--- src/rtl/bus_arbiter.sv ---
// Two-master round-robin bus arbiter with split-transaction support.
// Optional beat-limit forced release is enabled by defining ARB_TIMEOUT_EN.
module bus_arbiter #(
    parameter int MAX_BEATS = 8
) (
    input  logic       clk,
    input  logic       rst,
    input  logic       busreq_1,
    input  logic       busreq_2,
    input  logic       last,
    input  logic       ready,
    input  logic       split,
    input  logic       split_release_1,
    input  logic       split_release_2,
    input  logic [1:0] response,
    output logic       grant_1,
    output logic       grant_2,
    output logic       mux_sel,
    output logic       bus_busy,
    output logic [1:0] split_mask,
    output logic       timeout
);

    typedef enum logic [1:0] {
        IDLE  = 2'd0,
        GRANT = 2'd1,
        XFER  = 2'd2
    } state_t;

    state_t     state, state_nx;
    logic       ptr, ptr_nx;
    logic       grant_1_nx, grant_2_nx, mux_sel_nx, bus_busy_nx;
    logic [1:0] split_mask_nx, mask_set, eff_req;
    logic       pick_2, release_bus;

    generate
        if (MAX_BEATS < 1 || MAX_BEATS > 255) begin : g_max_beats_range
            $error("bus_arbiter: MAX_BEATS must be within 1..255");
        end
    endgenerate

`ifdef ARB_TIMEOUT_EN
    localparam logic [7:0] BEAT_LIMIT = 8'(MAX_BEATS);

    logic [7:0] beat_cnt, beat_cnt_nx, beat_inc;
    logic       timeout_nx;

    function automatic logic [7:0] sat_inc(input logic [7:0] v);
        return (v == 8'hFF) ? v : v + 8'd1;
    endfunction

    assign beat_inc = sat_inc(beat_cnt);
`endif

    // A split master is invisible to arbitration until its release arrives.
    assign eff_req = {busreq_2 & ~split_mask[1], busreq_1 & ~split_mask[0]};
    assign pick_2  = (eff_req == 2'b10) || ((eff_req == 2'b11) && ptr);

    always_comb begin
        state_nx    = state;
        ptr_nx      = ptr;
        grant_1_nx  = grant_1;
        grant_2_nx  = grant_2;
        mux_sel_nx  = mux_sel;
        bus_busy_nx = bus_busy;
        mask_set    = 2'b00;
        release_bus = 1'b0;
`ifdef ARB_TIMEOUT_EN
        beat_cnt_nx = beat_cnt;
        timeout_nx  = 1'b0;
`endif
        case (state)
            IDLE: begin
                if (eff_req != 2'b00) begin
                    state_nx    = GRANT;
                    grant_1_nx  = ~pick_2;
                    grant_2_nx  = pick_2;
                    mux_sel_nx  = pick_2;
                    bus_busy_nx = 1'b1;
                end
            end
            GRANT: state_nx = XFER;
            XFER: begin
                if (ready) begin
                    if (split) begin
                        mask_set    = grant_2 ? 2'b10 : 2'b01;
                        release_bus = 1'b1;
                    end else if (response == 2'b01) begin
                        release_bus = 1'b1;
                    end else if (last) begin
                        release_bus = 1'b1;
                    end
`ifdef ARB_TIMEOUT_EN
                    else if (beat_inc >= BEAT_LIMIT) begin
                        timeout_nx  = 1'b1;
                        release_bus = 1'b1;
                    end else begin
                        beat_cnt_nx = beat_inc;
                    end
`endif
                end
            end
            default: state_nx = IDLE;
        endcase

        // mux_sel deliberately keeps pointing at the last owner after release.
        if (release_bus) begin
            state_nx    = IDLE;
            grant_1_nx  = 1'b0;
            grant_2_nx  = 1'b0;
            bus_busy_nx = 1'b0;
            ptr_nx      = grant_1;
`ifdef ARB_TIMEOUT_EN
            beat_cnt_nx = 8'd0;
`endif
        end

        split_mask_nx = (split_mask & ~{split_release_2, split_release_1}) | mask_set;
    end

    always_ff @(posedge clk or posedge rst) begin
        if (rst) begin
            state      <= IDLE;
            ptr        <= 1'b0;
            grant_1    <= 1'b0;
            grant_2    <= 1'b0;
            mux_sel    <= 1'b0;
            bus_busy   <= 1'b0;
            split_mask <= 2'b00;
        end else begin
            state      <= state_nx;
            ptr        <= ptr_nx;
            grant_1    <= grant_1_nx;
            grant_2    <= grant_2_nx;
            mux_sel    <= mux_sel_nx;
            bus_busy   <= bus_busy_nx;
            split_mask <= split_mask_nx;
        end
    end

`ifdef ARB_TIMEOUT_EN
    always_ff @(posedge clk or posedge rst) begin
        if (rst) begin
            beat_cnt <= 8'd0;
            timeout  <= 1'b0;
        end else begin
            beat_cnt <= beat_cnt_nx;
            timeout  <= timeout_nx;
        end
    end
`else
    assign timeout = 1'b0;
`endif

endmodule

--- config.mk ---
export PLATFORM = sky130hd
export DESIGN_NAME = bus_arbiter
export DESIGN_NICKNAME = d
export VERILOG_FILES = /design/src/rtl/bus_arbiter.sv
export SDC_FILE = /design/constraint.sdc
export NUM_CORES = 1
export LEC_CHECK = 0
export ABC_AREA = 1
export BUFFER_PORTS_ARGS = -buffer_cell sky130_fd_sc_hd__buf_2
export CAP_MARGIN = 10
export CORE_AREA = 2 2 39 41
export CTS_CLUSTER_SIZE = 28
export DETAILED_ROUTE_END_ITERATION = 16
export DIE_AREA = 0 0 41 43
export RECOVER_POWER = 25
export SLEW_MARGIN = 10
export SYNTH_ARGS = -nofsm -noshare
export SYNTH_HDL_FRONTEND = slang
export SYNTH_SLANG_ARGS = --single-unit
--- constraint.sdc ---
create_clock -name clk -period 2.9 [get_ports clk]
set_clock_uncertainty 0.15 [all_clocks]
set_input_delay 0.435 -clock clk [delete_from_list [all_inputs] [get_ports clk]]
set_output_delay 0.435 -clock clk [all_outputs]
set_load 0.005 [all_outputs]
-- Yosys cells after proc, flatten, opt, wreduce, memory -nomap -nowiden
Index checks and enable logic that the tools add are counted.
Widths: inputs -> output; s select.
- bitwise gates (word level): 8
- multiplexer cells: 21
- eq/ne operators: 7
- reductions and logical operators: 9
- operator list (cell ; count):
    $mux 1 ; 14
    $mux 2 ; 6
    $eq 2x2->1 const B ; 3
    $pmux 2 s3 ; 1
    $reduce_and 2->1 ; 3
    $reduce_bool 2->1 ; 3
    $eq 2x1->1 const B ; 2
    $ne 3x3->1 const B ; 1
    $not 1->1 ; 3
    $and 1x1->1 ; 2
    $and 2x2->2 ; 1
    $logic_not 2->1 ; 1
    $ne 2x2->1 const B ; 1
    $not 2->2 ; 1
    $or 2x2->2 ; 1
    $logic_and 1x1->1 ; 1
    $logic_or 1x1->1 ; 1
- output and inout bits: 7
- logic and storage cells: 52
- register bits: 9

-- Longest topological paths before layout
- depth in word-level cells: 9
- gate-level depth with buffers: 7
- depth with buffers taken out: 7

-- Worst setup path before layout
OpenSTA, ideal clock, no wires.
- path type: in2reg
- from: in last
- to: reg ptr
- data arrival time: 0.809 ns
- setup time: 0.117 ns
- cell stages on the path: 6
- required time: 2.633 ns
- path slack: 1.825 ns
- path buffers: 0
- cell sequence: nor2_1 -> o21ai_1 -> nand2_1 -> inv_2 -> nand2_1 -> nand2_1
- longest elaborated chain between the ends: 5
- RTL lines (element ; RTL line ; RTL):
    from (decl) ; 10 ; input logic last,
    $mux 1 ; 90 ; end else if (last) begin
    $mux 1 ; 88 ; end else if (response == 2'b01) begin
    $mux 1 ; 85 ; if (split) begin
    $mux 1 ; 84 ; if (ready) begin
    $mux 1 ; 72 ; case (state)
    to (signal assigned) ; 132 ; ptr <= ptr_nx;
    to (decl) ; 31 ; logic ptr, ptr_nx;
No other way between the ends.
A chain may end at the register's enable or synchronous reset.

-- Worst setup path after layout
- from: reg grant_2
- to: out grant_2
- RTL lines (element ; RTL line ; RTL):
    from (decl) ; 17 ; output logic grant_2,
    from (signal assigned) ; 134 ; grant_2 <= grant_2_nx;
No word-level cell between the ends.

==> run_summary.xml <==
<?xml version="1.0" encoding="UTF-8"?>
<metrics>
  <group name="status">
    <metric name="status" unit="">finished, final reports clean</metric>
  </group>
  <group name="timing">
    <metric name="slew_viol_final" unit="">0</metric>
    <metric name="timing_hold_violations_final" unit="">0</metric>
    <metric name="fin_setup_tns" unit="ns">0</metric>
    <metric name="max_freq" unit="MHz">719.4</metric>
    <metric name="fin_crit_sh" unit="">0.4793</metric>
    <metric name="unrepaired_setup_endpoints_after_global_routing" unit="">no</metric>
    <metric name="final.min_clock_period" unit="ns">1.390</metric>
    <metric name="final-setup-viol-count" unit="">0</metric>
    <metric name="whs" unit="ns">0.2158</metric>
    <metric name="setup_ws" unit="ns">1.510</metric>
  </group>
  <group name="clocking">
    <metric name="root_buffer" unit="">sky130_fd_sc_hd__clkbuf_4</metric>
    <metric name="clock_tree.htree_level_count" unit="">1</metric>
    <metric name="postCtsSetupBuffers" unit="">0</metric>
    <metric name="worst_setup_hold_path_clk_slew" unit="ns">0.06</metric>
    <metric name="clock_tree.buffer_depth" unit="">2</metric>
    <metric name="cts_tree" unit="">built</metric>
    <metric name="post_cts_repair_resize_count" unit="">0</metric>
    <metric name="numClockSinks" unit="">9</metric>
    <metric name="cts_buffers" unit="">3</metric>
    <metric name="worst_skew_pair.late_latency" unit="ns">0.25</metric>
  </group>
  <group name="critical_path">
    <metric name="setup.worst_path.class" unit="">reg -&gt; out</metric>
    <metric name="critical-path-top-delay-family" unit="">flip-flops</metric>
    <metric name="cp_max_fo" unit="">4</metric>
    <metric name="slowest_stage" unit="">sky130_fd_sc_hd__dfrtp_1</metric>
    <metric name="worstPathRequired" unit="ns">2.32</metric>
    <metric name="critical_path_buf_inv_count" unit="">1</metric>
    <metric name="worstPathCellList" unit="">buf_2</metric>
    <metric name="setup.worst_path.start_class" unit="">register</metric>
    <metric name="worst-endpoint-arrival" unit="ns">0.81</metric>
    <metric name="regToRegStartpoint" unit="">state[0]$_DFFE_PP0P_</metric>
    <metric name="cp_capture_type" unit="">primary output</metric>
    <metric name="crit_path_start" unit="">grant_2$_DFFE_PP0P_</metric>
    <metric name="worst_path_largest_cell_delay" unit="ns">0.41</metric>
  </group>
  <group name="route">
    <metric name="vias_per_cell" unit="">4.205</metric>
    <metric name="detail_route.iter0.violations" unit="">4</metric>
    <metric name="first_pass_iters" unit="">4</metric>
    <metric name="via_count" unit="">370</metric>
    <metric name="route.detailed.wl_per_inst" unit="um">9.068</metric>
    <metric name="drt_wl_total" unit="um">798</metric>
    <metric name="drtAntennaViolNets" unit="">0</metric>
    <metric name="residual_drc_count" unit="">0</metric>
  </group>
  <group name="synthesis">
    <metric name="synth.lib_cells_used.distinct" unit="">14</metric>
    <metric name="synth_ff_type" unit="">sky130_fd_sc_hd__dfrtp_1</metric>
    <metric name="asyncSetResetFlopFracSynth" unit="">1.000</metric>
    <metric name="synth.largest_area_cell" unit="">sky130_fd_sc_hd__dfrtp_1</metric>
    <metric name="synth.net_count" unit="">63</metric>
    <metric name="postSynthAreaPerCell" unit="sq um">7.796</metric>
    <metric name="synth_area" unit="sq um">405.4</metric>
    <metric name="yosysSeqAreaShare" unit="">0.5556</metric>
    <metric name="synth.top_cells.by_area" unit="">sky130_fd_sc_hd__dfrtp_1 56%, sky130_fd_sc_hd__nand2_1 17%, sky130_fd_sc_hd__nor2_1 6.5%, sky130_fd_sc_hd__inv_1 5.6%, sky130_fd_sc_hd__nand3_1 2.5%</metric>
    <metric name="syn_inst" unit="">52</metric>
    <metric name="area_share_of_the_largest_cell_type_after_synthesis" unit="">0.5556</metric>
    <metric name="synthMostInstantiatedCell" unit="">sky130_fd_sc_hd__nand2_1</metric>
    <metric name="yosysWarningCount" unit="">0</metric>
    <metric name="synth-edff-count" unit="">0</metric>
    <metric name="synth_seq_cells" unit="">9</metric>
    <metric name="synth_commonest_cells" unit="">18 x sky130_fd_sc_hd__nand2_1, 9 x sky130_fd_sc_hd__dfrtp_1, 7 x sky130_fd_sc_hd__nor2_1, 6 x sky130_fd_sc_hd__inv_1</metric>
  </group>
  <group name="die">
    <metric name="std_cell_rows" unit="">14</metric>
    <metric name="pin_count" unit="">18</metric>
    <metric name="initial_util" unit="">0.2929</metric>
    <metric name="vertical_die_dimension" unit="um">43</metric>
    <metric name="design.core.area" unit="sq um">1384</metric>
    <metric name="dieWidth" unit="um">41</metric>
    <metric name="die_area" unit="sq um">1763</metric>
  </group>
  <group name="global_routing">
    <metric name="antenna_violations_before_repair" unit="">0</metric>
    <metric name="grt_pass1_wl" unit="um">1179</metric>
    <metric name="grt-ovfl-total" unit="">0</metric>
    <metric name="grt.total_usage" unit="">0.1073</metric>
    <metric name="largest_net_degree_at_the_start_of_global_routing" unit="">10</metric>
    <metric name="first_global_vias" unit="">315</metric>
  </group>
  <group name="pwr">
    <metric name="power_leakage" unit="nW">0.3128</metric>
    <metric name="vdd_ir_drop_max" unit="mV">0.3580</metric>
    <metric name="power.density_cell_area" unit="nW/um^2">839.3</metric>
  </group>
  <group name="layout">
    <metric name="multiInputGateArea" unit="sq um">140.1</metric>
    <metric name="finalNetCount" unit="">84</metric>
    <metric name="fill_cells" unit="">146</metric>
    <metric name="insertedDiodeCount" unit="">0</metric>
    <metric name="post_layout_util" unit="">0.3843</metric>
    <metric name="synthToLayoutAreaGrowth" unit="%">31.17</metric>
    <metric name="register_area" unit="sq um">225.2</metric>
    <metric name="post_route_cells_drive_above_1_share" unit="">0.2778</metric>
  </group>
  <group name="placement">
    <metric name="place_ws" unit="ns">1.649</metric>
    <metric name="finalWeightedCongestion" unit="">0.7107</metric>
    <metric name="portbufs" unit="">16</metric>
    <metric name="half_perimeter_wire_length_of_the_detailed_placement_result" unit="um">625</metric>
  </group>
  <group name="run">
    <metric name="number_of_max_cap_violations" unit="">0</metric>
  </group>
  <group name="min_path">
    <metric name="worst_hold_check_path_type" unit="">in -&gt; reg</metric>
    <metric name="worst_hold_launch" unit="">split_release_1</metric>
  </group>
</metrics>
-- flip-flops by register name, indices dropped and copies added (netlist names) --
name        cells
ptr             1
bus_busy        1
mux_sel         1
grant_1         1
grant_2         1
state           2
split_mask      2
-- logic make-up (layout without fill, tap and decap cells) --
| family | Yosys count | count (layout) | share of synthesized area |
|---|---|---|---|
| other | 1 | 1 | 0.009250 |
| AO/OA/AOI/OAI | 4 | 4 | 0.05244 |
| buffers and inverters | 9 | 29 | 0.09260 |
| flip-flops | 9 | 9 | 0.5556 |
| AND/OR/NAND/NOR | 29 | 29 | 0.2901 |
-- path summary, 6_finish.rpt --
check                                          endpoint  slack [ns]  depth (start not counted)
worst max-delay path                            grant_2        1.51                          1
worst min-delay path            split_mask[0]$_DFF_PP0_        0.22                          2
worst max register to register          ptr$_DFFE_PP0N_        1.77                          5
worst min register to register      mux_sel$_DFFE_PP0P_        0.32                          2
max in group asynchronous           mux_sel$_DFFE_PP0P_        1.82                          3
min in group asynchronous          state[1]$_DFFE_PP0P_        0.53                          3
-- power by group --
| group | switching, mW | leakage [nW] | internal [mW] |
|---|---|---|---|
| Sequential | 0.0317 | 0.112 | 0.175 |
| Combinational | 0.0810 | 0.186 | 0.0635 |
| Clock | 0.0422 | 0.0150 | 0.0529 |
-- stage by stage --
stage | power (mW) | instances | cell area, sq um
floorplan | 0.3018 | 52 | 405.4
global placement | 0.3548 | 83 | 498.0
detailed placement | 0.3585 | 83 | 498.0
CTS | 0.4609 | 88 | 534.3
global route | 0.4907 | 88 | 531.8
finish | 0.4463 | 88 | 531.8
-- cells in the final DEF (no fill, tap or decap), drive strengths merged --
cell / count
nor2: 8
nand2: 18
o22ai: 1
o21ai: 2
dfrtp: 9
a21oi: 1
buf: 16
nand3: 2
conb: 1
dlygate4sd3: 1
clkbuf: 4
inv: 8
nand3b: 1
-- layout make-up --
cell class,count,area share
multi-input cells,34,0.2635
flip-flops and latches,9,0.4235
repair buffers,17,0.1694
well taps,16,0.03765
clock buffers,4,0.04941
inverters,8,0.05647
-- layer usage --
| layer | part of all wire | track usage | vias to the layer above |
|---|---|---|---|
| met4 | 0.010 | 0.1000 | 0 |
| met5 | 0 | 0 | - |
| met1 | 0.46 | 0.1122 | 159 |
| li1 | - | - | 195 |
| met3 | 0.070 | 0.03141 | 2 |
| met2 | 0.46 | 0.1594 | 14 |
-- what timing repair did --
| item | CTS | global route |
|---|---|---|
| endpoints found under the hold margin | 9 | 0 |
| hold buffers | 1 | 0 |
| endpoints found under the setup margin | 0 | 0 |
Note: power is estimated with default switching activity, not from simulation.
